$ cat src/rtl/booth16_digit_sequencer_if.sv
// Handshake and digit-stream bundle between the Booth front-end sequencer and its user.
// The master issues operands; the slave (sequencer) returns the recoded digit stream.
interface booth16_digit_sequencer_if #(
    parameter int WIDTH = 32
);
    logic             start;
    logic             abort;
    logic [WIDTH-1:0] multiplicand;
    logic [WIDTH-1:0] multiplier;
    logic             ready;
    logic             load;
    logic [WIDTH-1:0] mcand_q;
    logic             digit_valid;
    logic             digit_neg;
    logic [3:0]       digit_mag;
    logic             digit_last;
    logic             done;

    modport master (
        output start, abort, multiplicand, multiplier,
        input  ready, load, mcand_q, digit_valid, digit_neg, digit_mag, digit_last, done
    );

    modport slave (
        input  start, abort, multiplicand, multiplier,
        output ready, load, mcand_q, digit_valid, digit_neg, digit_mag, digit_last, done
    );
endinterface

$ cat src/rtl/booth16_digit_sequencer.sv
// Radix-16 Booth front end: latches an operand pair, pulses load, then streams
// WIDTH/4 signed digits LSB first and flags completion.
//
// state    | meaning
// ---------+------------------------------------------------------------
// ST_IDLE  | ready for a new operand pair; start accepted here only
// ST_CLEAR | one-cycle load pulse clearing the pp/carry shift register
// ST_RUN   | one Booth digit per cycle, multiplier shifted right by 4
// ST_DONE  | one-cycle done pulse, then back to idle
module booth16_digit_sequencer #(
    parameter int WIDTH = 32
) (
    input  logic                     clk,
    input  logic                     rst_n,
    booth16_digit_sequencer_if.slave bus
);

    localparam int N_DIGITS = WIDTH / 4;
    localparam int CNT_W    = (N_DIGITS > 1) ? $clog2(N_DIGITS) : 1;

    typedef enum logic [1:0] {
        ST_IDLE  = 2'd0,
        ST_CLEAR = 2'd1,
        ST_RUN   = 2'd2,
        ST_DONE  = 2'd3
    } state_t;

    state_t             state_q;
    state_t             state_d;
    logic [WIDTH-1:0]   mplr_q;
    logic [WIDTH-1:0]   mcand_r;
    logic               g_q;
    logic [CNT_W-1:0]   cnt_q;
    logic               accept;
    logic               advance;
    logic [3:0]         digit_pos;
    logic [3:0]         digit_mag_raw;
    logic               digit_neg_raw;

    assign accept  = (state_q == ST_IDLE) && bus.start;
    assign advance = (state_q == ST_RUN) && !bus.abort;

    always_ff @(posedge clk or negedge rst_n) begin
        if (!rst_n) begin
            state_q <= ST_IDLE;
        end else begin
            state_q <= state_d;
        end
    end

    always_comb begin
        state_d = state_q;
        case (state_q)
            ST_IDLE: begin
                if (bus.start) begin
                    state_d = ST_CLEAR;
                end
            end
            ST_CLEAR: begin
                state_d = bus.abort ? ST_IDLE : ST_RUN;
            end
            ST_RUN: begin
                if (bus.abort) begin
                    state_d = ST_IDLE;
                end else if (cnt_q == '0) begin
                    state_d = ST_DONE;
                end
            end
            ST_DONE: begin
                state_d = ST_IDLE;
            end
            default: begin
                state_d = ST_IDLE;
            end
        endcase
    end

    // Multiplier window, guard bit and digit down-counter; mcand is held on abort.
    always_ff @(posedge clk or negedge rst_n) begin
        if (!rst_n) begin
            mplr_q  <= '0;
            mcand_r <= '0;
            g_q     <= 1'b0;
            cnt_q   <= '0;
        end else if (accept) begin
            mplr_q  <= bus.multiplier;
            mcand_r <= bus.multiplicand;
            g_q     <= 1'b0;
            cnt_q   <= CNT_W'(N_DIGITS - 1);
        end else if (advance) begin
            mplr_q  <= {{4{mplr_q[WIDTH-1]}}, mplr_q[WIDTH-1:4]};
            g_q     <= mplr_q[3];
            cnt_q   <= cnt_q - CNT_W'(1);
        end
    end

    // d = -8*m3 + (4*m2 + 2*m1 + m0 + g); the bracketed part is 0..8.
    always_comb begin
        digit_pos = {1'b0, mplr_q[2:0]} + {3'b000, g_q};
        if (mplr_q[3]) begin
            digit_mag_raw = 4'd8 - digit_pos;
            digit_neg_raw = (digit_pos != 4'd8);
        end else begin
            digit_mag_raw = digit_pos;
            digit_neg_raw = 1'b0;
        end
    end

    always_comb begin
        bus.ready       = 1'b0;
        bus.load        = 1'b0;
        bus.done        = 1'b0;
        bus.digit_valid = 1'b0;
        bus.digit_neg   = 1'b0;
        bus.digit_mag   = 4'd0;
        bus.digit_last  = 1'b0;
        case (state_q)
            ST_IDLE: begin
                bus.ready = 1'b1;
            end
            ST_CLEAR: begin
                bus.load = 1'b1;
            end
            ST_RUN: begin
                bus.digit_valid = 1'b1;
                bus.digit_neg   = digit_neg_raw;
                bus.digit_mag   = digit_mag_raw;
                bus.digit_last  = (cnt_q == '0);
            end
            ST_DONE: begin
                bus.done = 1'b1;
            end
            default: begin
                bus.ready = 1'b0;
            end
        endcase
    end

    assign bus.mcand_q = mcand_r;

endmodule

$ cat src/flat_wrapper.sv
// flat-port wrapper written by rule: the top's interface ports become plain ports
module booth16_digit_sequencer_flat 
#(
    parameter int WIDTH = 32
)
  (clk, rst_n, bus_start, bus_abort, bus_multiplicand, bus_multiplier, bus_ready, bus_load, bus_mcand_q, bus_digit_valid, bus_digit_neg, bus_digit_mag, bus_digit_last, bus_done);
  booth16_digit_sequencer_if #(.WIDTH(WIDTH)) bus_i ();
  input  logic clk;
  input  logic rst_n;
  input wire logic [$bits(bus_i.start)-1:0] bus_start;
  input wire logic [$bits(bus_i.abort)-1:0] bus_abort;
  input wire logic [$bits(bus_i.multiplicand)-1:0] bus_multiplicand;
  input wire logic [$bits(bus_i.multiplier)-1:0] bus_multiplier;
  output wire logic [$bits(bus_i.ready)-1:0] bus_ready;
  output wire logic [$bits(bus_i.load)-1:0] bus_load;
  output wire logic [$bits(bus_i.mcand_q)-1:0] bus_mcand_q;
  output wire logic [$bits(bus_i.digit_valid)-1:0] bus_digit_valid;
  output wire logic [$bits(bus_i.digit_neg)-1:0] bus_digit_neg;
  output wire logic [$bits(bus_i.digit_mag)-1:0] bus_digit_mag;
  output wire logic [$bits(bus_i.digit_last)-1:0] bus_digit_last;
  output wire logic [$bits(bus_i.done)-1:0] bus_done;
  assign bus_i.start = bus_start;
  assign bus_i.abort = bus_abort;
  assign bus_i.multiplicand = bus_multiplicand;
  assign bus_i.multiplier = bus_multiplier;
  assign bus_ready = bus_i.ready;
  assign bus_load = bus_i.load;
  assign bus_mcand_q = bus_i.mcand_q;
  assign bus_digit_valid = bus_i.digit_valid;
  assign bus_digit_neg = bus_i.digit_neg;
  assign bus_digit_mag = bus_i.digit_mag;
  assign bus_digit_last = bus_i.digit_last;
  assign bus_done = bus_i.done;
  booth16_digit_sequencer #(.WIDTH(WIDTH)) u_core (.clk(clk), .rst_n(rst_n), .bus(bus_i));
endmodule
$ cat config.mk
export PLATFORM = sky130hd
export DESIGN_NAME = booth16_digit_sequencer_flat
export DESIGN_NICKNAME = d
export VERILOG_FILES = /design/src/rtl/booth16_digit_sequencer_if.sv /design/src/rtl/booth16_digit_sequencer.sv /design/src/flat_wrapper.sv
export SDC_FILE = /design/constraint.sdc
export NUM_CORES = 1
export LEC_CHECK = 0
export ABC_AREA = 1
export CAP_MARGIN = 20
export CELL_PAD_IN_SITES_DETAIL_PLACEMENT = 0
export CELL_PAD_IN_SITES_GLOBAL_PLACEMENT = 2
export CORE_MARGIN = 2
export CORE_UTILIZATION = 25
export DETAILED_ROUTE_END_ITERATION = 8
export MAX_ROUTING_LAYER = met4
export PLACE_DENSITY = 0.87
export SLEW_MARGIN = 20
export SYNTH_ARGS = -nofsm -noshare
export SYNTH_HDL_FRONTEND = slang
export SYNTH_SLANG_ARGS = --single-unit
$ cat constraint.sdc
create_clock -name clk -period 4.4 [get_ports clk]
set_input_delay 1.1 -clock clk [delete_from_list [all_inputs] [get_ports clk]]
set_output_delay 1.1 -clock clk [all_outputs]
set_load 0.05 [all_outputs]
==> results.py <==
metrics = {
    "hold_path": {
        "min_from": "u_core.bus.mcand_q[14]",
        "hp-class": "reg2reg",
        "hold_path_end": "u_core.bus.mcand_q[14]",
        "holdPathStages": 2,
    },
    "finish": {
        "finish.utilization": 0.381,
        "nets": 555,
        "final_cell_mix": "nand2_1, clkdlybuf4s50_1, nand3_1",
        "drive_above_1_share": 0.0473,
        "area_growth_pct": 47.8,
        "layout_commonest_cell": "nand2_1",
        "antenna_cells": 0,
    },
    "sta": {
        "rsz0062_at_grt": "false",
        "maxSlewViolCount": 0,
        "setup_viol": 0,
        "fin_setup_tns_ns": 0,
        "worst_pin_slew_ns": 0.929,
        "slew_headroom": 0.381,
        "fmax_mhz": 271,
        "hold_viol_final": 0,
        "skew_ns": 0.00549,
        "fin_crit_sh": 0.837,
        "fin_crit_ns": 3.68,
    },
    "clock_tree": {
        "cts_root_buffer": "clkbuf_16",
        "post_cts_resized": 0,
        "cts_buffer_depth": 2,
        "clkTransAtPathRegs_ns": 0.05,
        "clock_sinks": 70,
        "cts_hold_buf": 0,
        "insertion_delay_ns": 0.32,
        "numCtsBuffers": 9,
        "htree_levels": 3,
        "post_cts_buffers": 0,
        "cts_tree": "built",
    },
    "worst_setup_path": {
        "critPathLaunchType": "flop",
        "arrival_ns": 2.58,
        "rrSetupSlack_ns": 2.54,
        "criticalPathCategory": "reg2out",
        "timing.rr.end": "u_core.mplr_q[14]",
        "r2r_cells": 6,
        "cp-end-kind": "output pin",
        "r2r-start": "u_core.state_q[1]",
        "path_max_fanout": 3,
        "worstPathRequired_ns": 3.30,
    },
    "floorplanning": {
        "rows": 40,
        "die_w_um": 116,
        "dieArea_um2": 13400,
        "pin_count": 110,
        "coreArea_um2": 12100,
        "start_util": 0.258,
        "fp.dieH_um": 116,
    },
    "route": {
        "drt_iter0_markers": 106,
        "drt_wl_total_um": 8130,
        "top_layer_used": "met4",
        "postRouteAntennaNets": 0,
        "vias": 2806,
        "avgViaCountPerCell": 4.29,
        "wl_per_cell_um": 12.4,
        "drcViolationCount": 0,
        "met2_length_um": 3540,
        "dr.pass1.iters": 4,
        "met1_length_um": 3800,
        "wl_met3_um": 657,
    },
    "logic_synthesis": {
        "yosys_warnings": 0,
        "synth-seq-cells": 70,
        "synthCells": 380,
        "ys_seq_area_frac": 0.561,
        "synth_area_um2": 3120,
        "avgSynthCellArea_um2": 8.22,
        "synth_nets": 453,
        "yosys.cell_types.count": 20,
    },
    "status": {
        "outcome": "completed",
    },
    "power_and_ir_drop": {
        "max-vdd-ir-drop_mv": 0.436,
        "leakagePower_nw": 2.19,
        "pwr_density_cell_nw_per_um2": 758,
    },
    "global_route": {
        "grt_usage": 0.130,
        "grt_first_pass_wirelength_um": 13200,
        "antenna_found_initial": 0,
        "overflow": 0,
        "grt_max_degree": 72,
        "grt_pass1_vias": 2754,
    },
    "place": {
        "place_congestion": 0.754,
        "numPortBuffers": 109,
        "post-dp-hpwl_um": 5170,
    },
    "run": {
        "maxCapViolations": 0,
    },
}
## per-stage QoR
stage / power, W / instances / setup WS, ns / hold WS (ns) / area, µm²
2_1_floorplan: 0.00228 / 380 / 1.29 / 0.464 / 3120
5_1_grt: 0.00376 / 654 / 0.518 / 0.504 / 4620
3_5_place_dp: 0.00283 / 639 / 1.07 / 0.465 / 4330
6_report: 0.00350 / 654 / 0.716 / 0.480 / 4620
3_3_place_gp: 0.00281 / 639 / 1.06 / 0.461 / 4330
4_1_cts: 0.00355 / 654 / 0.699 / 0.483 / 4620
## registers in the layout (all words and copies together) (netlist names)
register / flops
u_core.mplr_q: 32
u_core.state_q: 2
u_core.bus.mcand_q: 32
u_core.cnt_q: 3
u_core.g_q: 1
## area by class of cell
class                      instances  area [µm²]
multi-input combinational        272        1200
tap                              168         210
sequential                        70        1750
fill                            1279        7490
inverter                          19        72.6
clock buffer                      15         288
timing repair buffer             110        1100
## routing by layer
metal	vias up	GRT usage
met3	11	0.0361
met2	95	0.191
met5	-	-
met1	1295	0.171
li1	1405	-
met4	0	0.0524
## critical path, stage by stage, from the launching register on
cell             delay (ns)
dfrtp_1                0.38
ha_1                   0.22
ha_1                   0.27
inv_1                  0.09
ha_1                   0.17
inv_1                  0.05
nand2_1                0.05
nand3_1                0.07
a21oi_1                0.14
clkdlybuf4s50_1        0.81
## power by group
group          switching [W]  total [W]  internal, W
combinational        0.00111    0.00167     0.000563
sequential          0.000184    0.00113     0.000950
clock               0.000255   0.000696     0.000441
## synth_stat cells
library cell	instances	area (µm²)
a21oi_1	3	15.0
a31oi_1	1	6.26
buf_1	3	11.3
buf_2	13	65.1
buf_4	2	15.0
buf_6	1	11.3
dfrtp_1	70	1750
ha_1	5	62.6
inv_1	16	60.1
inv_2	3	11.3
nand2_1	169	634
nand2_2	2	12.5
nand2_4	1	11.3
nand3_1	71	355
nor2_1	11	41.3
nor2_4	2	22.5
nor3_1	2	10.0
o21a_1	1	7.51
o21ai_0	2	10.0
o21ai_1	2	10.0
## worst max path at each step
stage	slack (ns)	startpoint	end
after global routing	0.52	u_core.g_q	bus_digit_mag[2]
final	0.72	u_core.g_q	bus_digit_mag[2]
after global placement	1.06	u_core.g_q	bus_digit_mag[2]
after floorplan	1.29	u_core.g_q	bus_digit_mag[2]
after detailed placement	1.07	u_core.g_q	bus_digit_mag[2]
after CTS	0.70	u_core.g_q	bus_digit_mag[2]
## cells by family after synthesis
kind of cell,count (synthesis),synth area share
AO/OA/AOI/OAI,9,0.0156
adder cells (fa/ha/maj),5,0.0200
buffers and inverters,38,0.0557
flip-flops,70,0.561
AND/OR/NAND/NOR,258,0.348
Note: power is estimated with default switching activity, not from simulation.
